### src/rtl/jk_bank_sequencer.sv
// -----------------------------------------------------------------------------
// jk_bank_sequencer
//
// Drives the J/K inputs of an external bank of WIDTH JK flip-flops so that the
// bank is loaded, cleared, or counted up/down by a number of steps. One
// command is taken at a time through a valid/ready handshake. Each bank update
// is an APPLY cycle, which is followed by a SETTLE cycle. A DONE cycle
// finishes the command.
//
// Ports
//   clock      : sole clock, rising edge
//   resetnot   : asynchronous active-low reset
//   cmd_valid  : command offered
//   cmd_ready  : high only in IDLE; a command is taken when valid & ready
//   cmd_op     : 00 LOAD, 01 COUNT_UP, 10 COUNT_DOWN, 11 CLEAR
//   cmd_data   : LOAD value or step count (unused for CLEAR)
//   Q_bank     : present Q outputs of the flip-flop bank
//   J, K       : flip-flop bank inputs; all zero outside APPLY
//   apply      : one-cycle strobe; the bank updates from J/K while high
//   busy       : high in every state except IDLE
//   done       : one-cycle completion pulse
// -----------------------------------------------------------------------------
module jk_bank_sequencer #(
    parameter int WIDTH = 4
) (
    input  logic             clock,
    input  logic             resetnot,
    input  logic             cmd_valid,
    output logic             cmd_ready,
    input  logic [1:0]       cmd_op,
    input  logic [WIDTH-1:0] cmd_data,
    input  logic [WIDTH-1:0] Q_bank,
    output logic [WIDTH-1:0] J,
    output logic [WIDTH-1:0] K,
    output logic             apply,
    output logic             busy,
    output logic             done
);

    localparam logic [1:0] OP_LOAD  = 2'b00;
    localparam logic [1:0] OP_UP    = 2'b01;
    localparam logic [1:0] OP_DOWN  = 2'b10;
    localparam logic [1:0] OP_CLEAR = 2'b11;

    typedef enum logic [1:0] {
        S_IDLE   = 2'd0,
        S_APPLY  = 2'd1,
        S_SETTLE = 2'd2,
        S_DONE   = 2'd3
    } state_t;

    state_t           r_state;
    state_t           w_state_nxt;
    logic [WIDTH-1:0] r_steps;
    logic [WIDTH-1:0] w_steps_nxt;
    logic [1:0]       r_op;
    logic [WIDTH-1:0] r_data;
    logic             w_accept;
    logic [WIDTH-1:0] w_t_up;
    logic [WIDTH-1:0] w_t_dn;

    assign w_accept = cmd_valid && (r_state == S_IDLE);

    // State and step counter. These are the only registers that need reset.
    always_ff @(posedge clock or negedge resetnot) begin
        if (!resetnot) begin
            r_state <= S_IDLE;
            r_steps <= '0;
        end else begin
            r_state <= w_state_nxt;
            r_steps <= w_steps_nxt;
        end
    end

    // The command is captured at acceptance, so later changes on cmd_op/cmd_data
    // do not affect it. This is data only; the FSM never reads it outside
    // APPLY, which is why it needs no reset.
    always_ff @(posedge clock) begin
        if (w_accept) begin
            r_op   <= cmd_op;
            r_data <= cmd_data;
        end
    end

    always_comb begin
        w_state_nxt = r_state;
        w_steps_nxt = r_steps;
        case (r_state)
            S_IDLE: begin
                if (cmd_valid) begin
                    if (cmd_op == OP_LOAD || cmd_op == OP_CLEAR) begin
                        w_state_nxt = S_APPLY;
                        w_steps_nxt = WIDTH'(1);
                    end else if (cmd_data != '0) begin
                        w_state_nxt = S_APPLY;
                        w_steps_nxt = cmd_data;
                    end else begin
                        // A count of zero steps completes without touching the bank.
                        w_state_nxt = S_DONE;
                        w_steps_nxt = '0;
                    end
                end
            end
            S_APPLY: begin
                w_state_nxt = S_SETTLE;
            end
            S_SETTLE: begin
                if (r_steps > WIDTH'(1)) begin
                    w_steps_nxt = r_steps - WIDTH'(1);
                    w_state_nxt = S_APPLY;
                end else begin
                    w_state_nxt = S_DONE;
                end
            end
            S_DONE: begin
                w_state_nxt = S_IDLE;
            end
            default: begin
                w_state_nxt = S_IDLE;
            end
        endcase
    end

    // Ripple toggle masks for a synchronous binary counter. Bit i toggles
    // when all lower bits are 1 (counting up) or all are 0 (counting down).
    always_comb begin
        logic w_run1;
        logic w_run0;
        w_run1 = 1'b1;
        w_run0 = 1'b1;
        w_t_up = '0;
        w_t_dn = '0;
        for (int i = 0; i < WIDTH; i++) begin
            w_t_up[i] = w_run1;
            w_t_dn[i] = w_run0;
            w_run1    = w_run1 & Q_bank[i];
            w_run0    = w_run0 & ~Q_bank[i];
        end
    end

    always_comb begin
        J = '0;
        K = '0;
        if (r_state == S_APPLY) begin
            case (r_op)
                OP_LOAD: begin
                    J = r_data;
                    K = ~r_data;
                end
                OP_UP: begin
                    J = w_t_up;
                    K = w_t_up;
                end
                OP_DOWN: begin
                    J = w_t_dn;
                    K = w_t_dn;
                end
                OP_CLEAR: begin
                    J = '0;
                    K = '1;
                end
                default: begin
                    J = '0;
                    K = '0;
                end
            endcase
        end
    end

    assign cmd_ready = (r_state == S_IDLE);
    assign busy      = (r_state != S_IDLE);
    assign apply     = (r_state == S_APPLY);
    assign done      = (r_state == S_DONE);

endmodule

### config.mk
export PLATFORM = sky130hd
export DESIGN_NAME = jk_bank_sequencer
export DESIGN_NICKNAME = d
export VERILOG_FILES = /design/src/rtl/jk_bank_sequencer.sv
export SDC_FILE = /design/constraint.sdc
export NUM_CORES = 1
export LEC_CHECK = 0
export CORE_UTILIZATION = 41
export DETAILED_ROUTE_END_ITERATION = 8
export PLACE_DENSITY = 0.74
export SYNTH_ARGS = -nofsm -noshare
export SYNTH_HDL_FRONTEND = slang
export SYNTH_SLANG_ARGS = --single-unit
### constraint.sdc
create_clock -name clock -period 1.38 [get_ports clock]
set_input_delay 0.276 -clock clock [delete_from_list [all_inputs] [get_ports clock]]
set_output_delay 0.276 -clock clock [all_outputs]
set_load 0.02 [all_outputs]
==> metrics.md <==
| Metric | Value |
|---|---|
| Worst setup path class | `reg2out` |
| Drt first-iter violations | `22` |
| Routability congestion estimate from global placement | `between 0.8 and 0.9` |
| I/O Buffers | `23` |
| Routed via count divided by cell count | `between 5 and 6` |
| Run status | `finished with violations` |
| Sequential fraction of design power | `0.203` |
| Worst-case vdd ir drop | `1.69 mV` |
| Max-slew violation total from the final report | `0` |
| Count of inserted antenna diode cells | `0` |
| Number of I/O pins | `25` |
| Post-detail-place hpwl | `roughly 1600 µm` |
| Sequential area share after synthesis | `0.406` |
| FILL cells | `87` |
| Layout cells sized above 1 | `0.573` |
| Synthesized netlist cell count | `a little under 90` |
| Required time worst endpoint | `roughly 1.1 ns` |
| Synth-to-layout area growth | `91.2%` |
| Clock tree from TritonCTS | `built` |
| Proportion of power drawn by the clock network | `0.074` |
| Unique masters post-synth | `32` |
| Final worst clock skew | `between 0.002 and 0.003 ns` |
| Hold Slack | `about 0.24 ns` |
| Yosys warning count | `0` |
| Core Area | `1800 µm²` |
| Worst slew margin relative to its limit | `0.802` |
| Global-route wire length before repair | `3770 µm` |
| Type of element launching the critical path | `flip-flop` |
| Unrepaired setup endpoints after global routing | `yes` |
| Area of the die | `approximately 2200 µm²` |
| Synthesized area divided by synthesized cell count | `between 9 and 10 µm²` |
| Total wire length | `~2800 µm` |
| Routing usage on met2 | `0.519` |
| Fraction of power spent switching nets | `0.423` |
| Worst Setup End Kind | `output port` |
| Clock latency on the worst-skew pair | `about 0.27 ns` |
| GRT Util Overall | `0.256` |
| Clock buffers created by TritonCTS | `3` |
| Syn Std Cell Area | `815 µm²` |
| Largest fanout of any net on the critical path | `3` |
| Nets | `163` |
| Chip height | `around 47 µm` |
| Synthesized flop and latch total | `12` |
| DRC violations left | `0` |
| Total setup violations reported at the end of the flow | `16` |
| Number of levels the H-tree was split into | `1` |
| Power dissipated by switching net loads | `0.00129 W` |
| Pwr dens | `about 2000 nW/µm²` |
| Initial Util | `0.452` |
| Largest net degree at the start of global routing | `9` |
| Worst-Margin Slew | `0.296 ns` |
| Vias in the first global route | `866` |
| Clock root buffer | `sky130_fd_sc_hd__clkbuf_4` |
| Cell Rows | `15` |
| Syn Nets | `107` |
| Highest-utilization routing layer at the global route stage | `met2` |
| Via count | `roughly 940` |
| Post-route ant nets | `0` |
| Antenna violations before repair | `0` |
| Hold/Removal Path Class | `in2async` |
| LEAKAGE | `between 0.6 and 0.7 nW` |
| Die span in x | `46.6 µm` |
| Post-route minimum period | `1.92 ns` |
| Clock-pin transition on the worst setup and hold timing paths | `about 0.08 ns` |
| Achievable clock frequency | `520 MHz` |
| Violated checks | `negative setup slack` |
| Internal cell power | `0.00176 W` |
| Max-cap violation count | `0` |
| Hold Violations, Final | `0` |
| Share of the clock period used by the worst path | `1.39` |
| Met3 track utilization from global routing | `0.0471` |
| Clock sink total | `12` |
| Final cell count without fillers | `~170` |
| Combinational share of power | `0.723` |
| Post-CTS Hold Buffers | `0` |
| Placed cell count | `150` |
| Worst Slack Setup Final | `-0.544 ns` |
| Grt ovf | `0` |
| Met1 track utilization from global routing | `0.234` |
| Routed wirelength normalized by instance count | `16.7 µm` |
| Worst EP arrival | `between 1.5 and 2 ns` |
| Max clock buf depth | `2` |
| Detailed-router iteration count before antenna repair | `4` |
==> cell type report <==
| class | count | area [µm²] | area share |
|---|---|---|---|
| Clock inverter | 1 | 3.75 | 0.00241 |
| Multi-Input combinational cell | 64 | 623 | 0.400 |
| Sequential cell | 12 | 330 | 0.212 |
| Timing Repair Buffer | 55 | 517 | 0.332 |
| Inverter | 8 | 30.0 | 0.0193 |
| Tap cell | 25 | 31.3 | 0.0201 |
| Clock buffer | 3 | 22.5 | 0.0145 |
==> worst paths after layout <==
| check | cells after the start | to | start | slack (ns) |
|---|---|---|---|---|
| worst max-delay path | 7 | K[3] | r_op[0]$_DFFE_PP_ | -0.54 |
| worst min-delay path | 1 | r_state[0]$_DFFE_PN0P_ | resetnot | 0.24 |
| worst max register to register | 5 | r_steps[1]$_DFFE_PN0P_ | r_state[0]$_DFFE_PN0P_ | -0.17 |
| worst min register to register | 2 | r_steps[1]$_DFFE_PN0P_ | r_steps[1]$_DFFE_PN0P_ | 0.58 |
| max in group asynchronous | 1 | r_steps[2]$_DFFE_PN0P_ | resetnot | 0.91 |
| min in group clock | 1 | r_op[0]$_DFFE_PP_ | cmd_op[0] | 0.28 |
==> logic make-up (layout without fill, tap and decap cells) <==
group           after synthesis  after routing  share of synthesized area
flops                        12             12                      0.406
buf+inv                      12             67                     0.0691
xor+xnor                      2              2                     0.0215
fa+ha+maj                     6              6                     0.0922
compound gates               24             24                      0.180
mux                           3              3                     0.0369
simple gates                 29             29                      0.195
==> timing repair <==
item	4_1_cts	5_1_grt
resized for setup	90	26
setup buffers	10	8
pin swaps	8	13
endpoints found under the setup margin	23	23
==> layout by cell type, fill, tap and decap left out, types with 2 or more instances in the layout <==
master,Yosys,routed
sky130_fd_sc_hd__nor2_1,9,6
sky130_fd_sc_hd__mux2i_1,3,2
sky130_fd_sc_hd__o21ai_0,4,3
sky130_fd_sc_hd__nand2b_1,4,2
sky130_fd_sc_hd__inv_2,0,5
sky130_fd_sc_hd__dlymetal6s2s_1,0,2
sky130_fd_sc_hd__inv_1,8,3
sky130_fd_sc_hd__a21oi_1,8,2
sky130_fd_sc_hd__a31oi_1,3,3
sky130_fd_sc_hd__a211oi_2,0,2
sky130_fd_sc_hd__nand2b_4,1,3
sky130_fd_sc_hd__o31ai_2,0,2
sky130_fd_sc_hd__nor3_1,2,2
sky130_fd_sc_hd__buf_4,1,25
sky130_fd_sc_hd__and2_4,0,2
sky130_fd_sc_hd__dfrtp_1,6,6
sky130_fd_sc_hd__a21oi_2,0,4
sky130_fd_sc_hd__nand2_1,4,4
sky130_fd_sc_hd__nand4_1,2,2
sky130_fd_sc_hd__buf_6,1,19
sky130_fd_sc_hd__ha_4,0,3
sky130_fd_sc_hd__clkdlybuf4s50_1,0,9
sky130_fd_sc_hd__nor2_4,0,2
sky130_fd_sc_hd__edfxtp_1,6,6
sky130_fd_sc_hd__o21ai_1,1,2
sky130_fd_sc_hd__clkbuf_4,0,3
sky130_fd_sc_hd__ha_1,6,2
sky130_fd_sc_hd__a21oi_4,0,2
==> per-layer routing <==
| layer | wire, µm | vias to the layer above |
|---|---|---|
| met5 | 0 | - |
| met4 | 28 | 0 |
| met3 | 155 | 6 |
| met2 | 1570 | 41 |
| met1 | 1060 | 465 |
| li1 | - | 425 |
==> cells in the mapped netlist <==
| cell type | instances | area [µm²] |
|---|---|---|
| sky130_fd_sc_hd__xor2_1 | 1 | 8.76 |
| sky130_fd_sc_hd__nor2_1 | 9 | 33.8 |
| sky130_fd_sc_hd__nand2_1 | 4 | 15.0 |
| sky130_fd_sc_hd__o32ai_1 | 1 | 8.76 |
| sky130_fd_sc_hd__edfxtp_1 | 6 | 180 |
| sky130_fd_sc_hd__inv_1 | 8 | 30.0 |
| sky130_fd_sc_hd__ha_1 | 6 | 75.1 |
| sky130_fd_sc_hd__a22oi_1 | 1 | 7.51 |
| sky130_fd_sc_hd__nand3_1 | 1 | 5.00 |
| sky130_fd_sc_hd__buf_4 | 1 | 7.51 |
| sky130_fd_sc_hd__nor4_1 | 1 | 6.26 |
| sky130_fd_sc_hd__nor3_1 | 2 | 10.0 |
| sky130_fd_sc_hd__mux2i_1 | 3 | 30.0 |
| sky130_fd_sc_hd__o41ai_1 | 1 | 8.76 |
| sky130_fd_sc_hd__or4_4 | 1 | 11.3 |
| sky130_fd_sc_hd__xnor2_1 | 1 | 8.76 |
| sky130_fd_sc_hd__a211oi_1 | 2 | 15.0 |
| sky130_fd_sc_hd__o31ai_1 | 2 | 15.0 |
| sky130_fd_sc_hd__nand2_2 | 1 | 6.26 |
| sky130_fd_sc_hd__a31oi_1 | 3 | 18.8 |
| sky130_fd_sc_hd__nand4_1 | 2 | 12.5 |
| sky130_fd_sc_hd__dfrtp_1 | 6 | 150 |
| sky130_fd_sc_hd__clkbuf_1 | 2 | 7.51 |
| sky130_fd_sc_hd__o21ai_0 | 4 | 20.0 |
| sky130_fd_sc_hd__a21boi_0 | 1 | 7.51 |
| sky130_fd_sc_hd__a21oi_1 | 8 | 40.0 |
| sky130_fd_sc_hd__buf_6 | 1 | 11.3 |
| sky130_fd_sc_hd__nand2b_4 | 1 | 13.8 |
| sky130_fd_sc_hd__and2_1 | 2 | 12.5 |
| sky130_fd_sc_hd__nand2b_1 | 4 | 25.0 |
| sky130_fd_sc_hd__o21ai_1 | 1 | 5.00 |
| sky130_fd_sc_hd__nor3b_1 | 1 | 7.51 |
==> through the flow <==
step	power, W	instance area [µm²]	setup slack (ns)	util	setup TNS [ns]
floorplan	0.00153	872	-0.166	-	-1.11
global placement	0.00211	1230	-0.853	0.683	-7.62
detailed placement	0.00215	1230	-0.878	0.683	-8.27
CTS	0.00263	1410	-0.543	0.782	-4.04
global route	0.00320	1560	-0.666	0.865	-5.67
finish	0.00306	1560	-0.544	0.865	-4.63
==> sequential cells by signal (all words and copies together), names as in the netlist <==
signal,cells
r_data,4
r_op,2
r_state,2
r_steps,4
==> power groups by stage <==
stage	Clock, W	Combinational (W)	Sequential (W)
floorplan	0	0.000938	0.000594
global placement	0	0.00153	0.000584
detailed placement	0	0.00156	0.000587
CTS	0.000222	0.00182	0.000590
global route	0.000244	0.00233	0.000626
finish	0.000226	0.00221	0.000621
==> worst max-delay path, cell delays in order (launching register included) <==
cell                       delay [ns]
sky130_fd_sc_hd__edfxtp_1        0.42
sky130_fd_sc_hd__inv_2           0.12
sky130_fd_sc_hd__ha_4            0.15
sky130_fd_sc_hd__nand2b_4        0.06
sky130_fd_sc_hd__o31ai_2         0.18
sky130_fd_sc_hd__nand2b_1        0.14
sky130_fd_sc_hd__a21oi_2         0.17
sky130_fd_sc_hd__buf_6           0.13
Power figures use the tool's default switching activity.
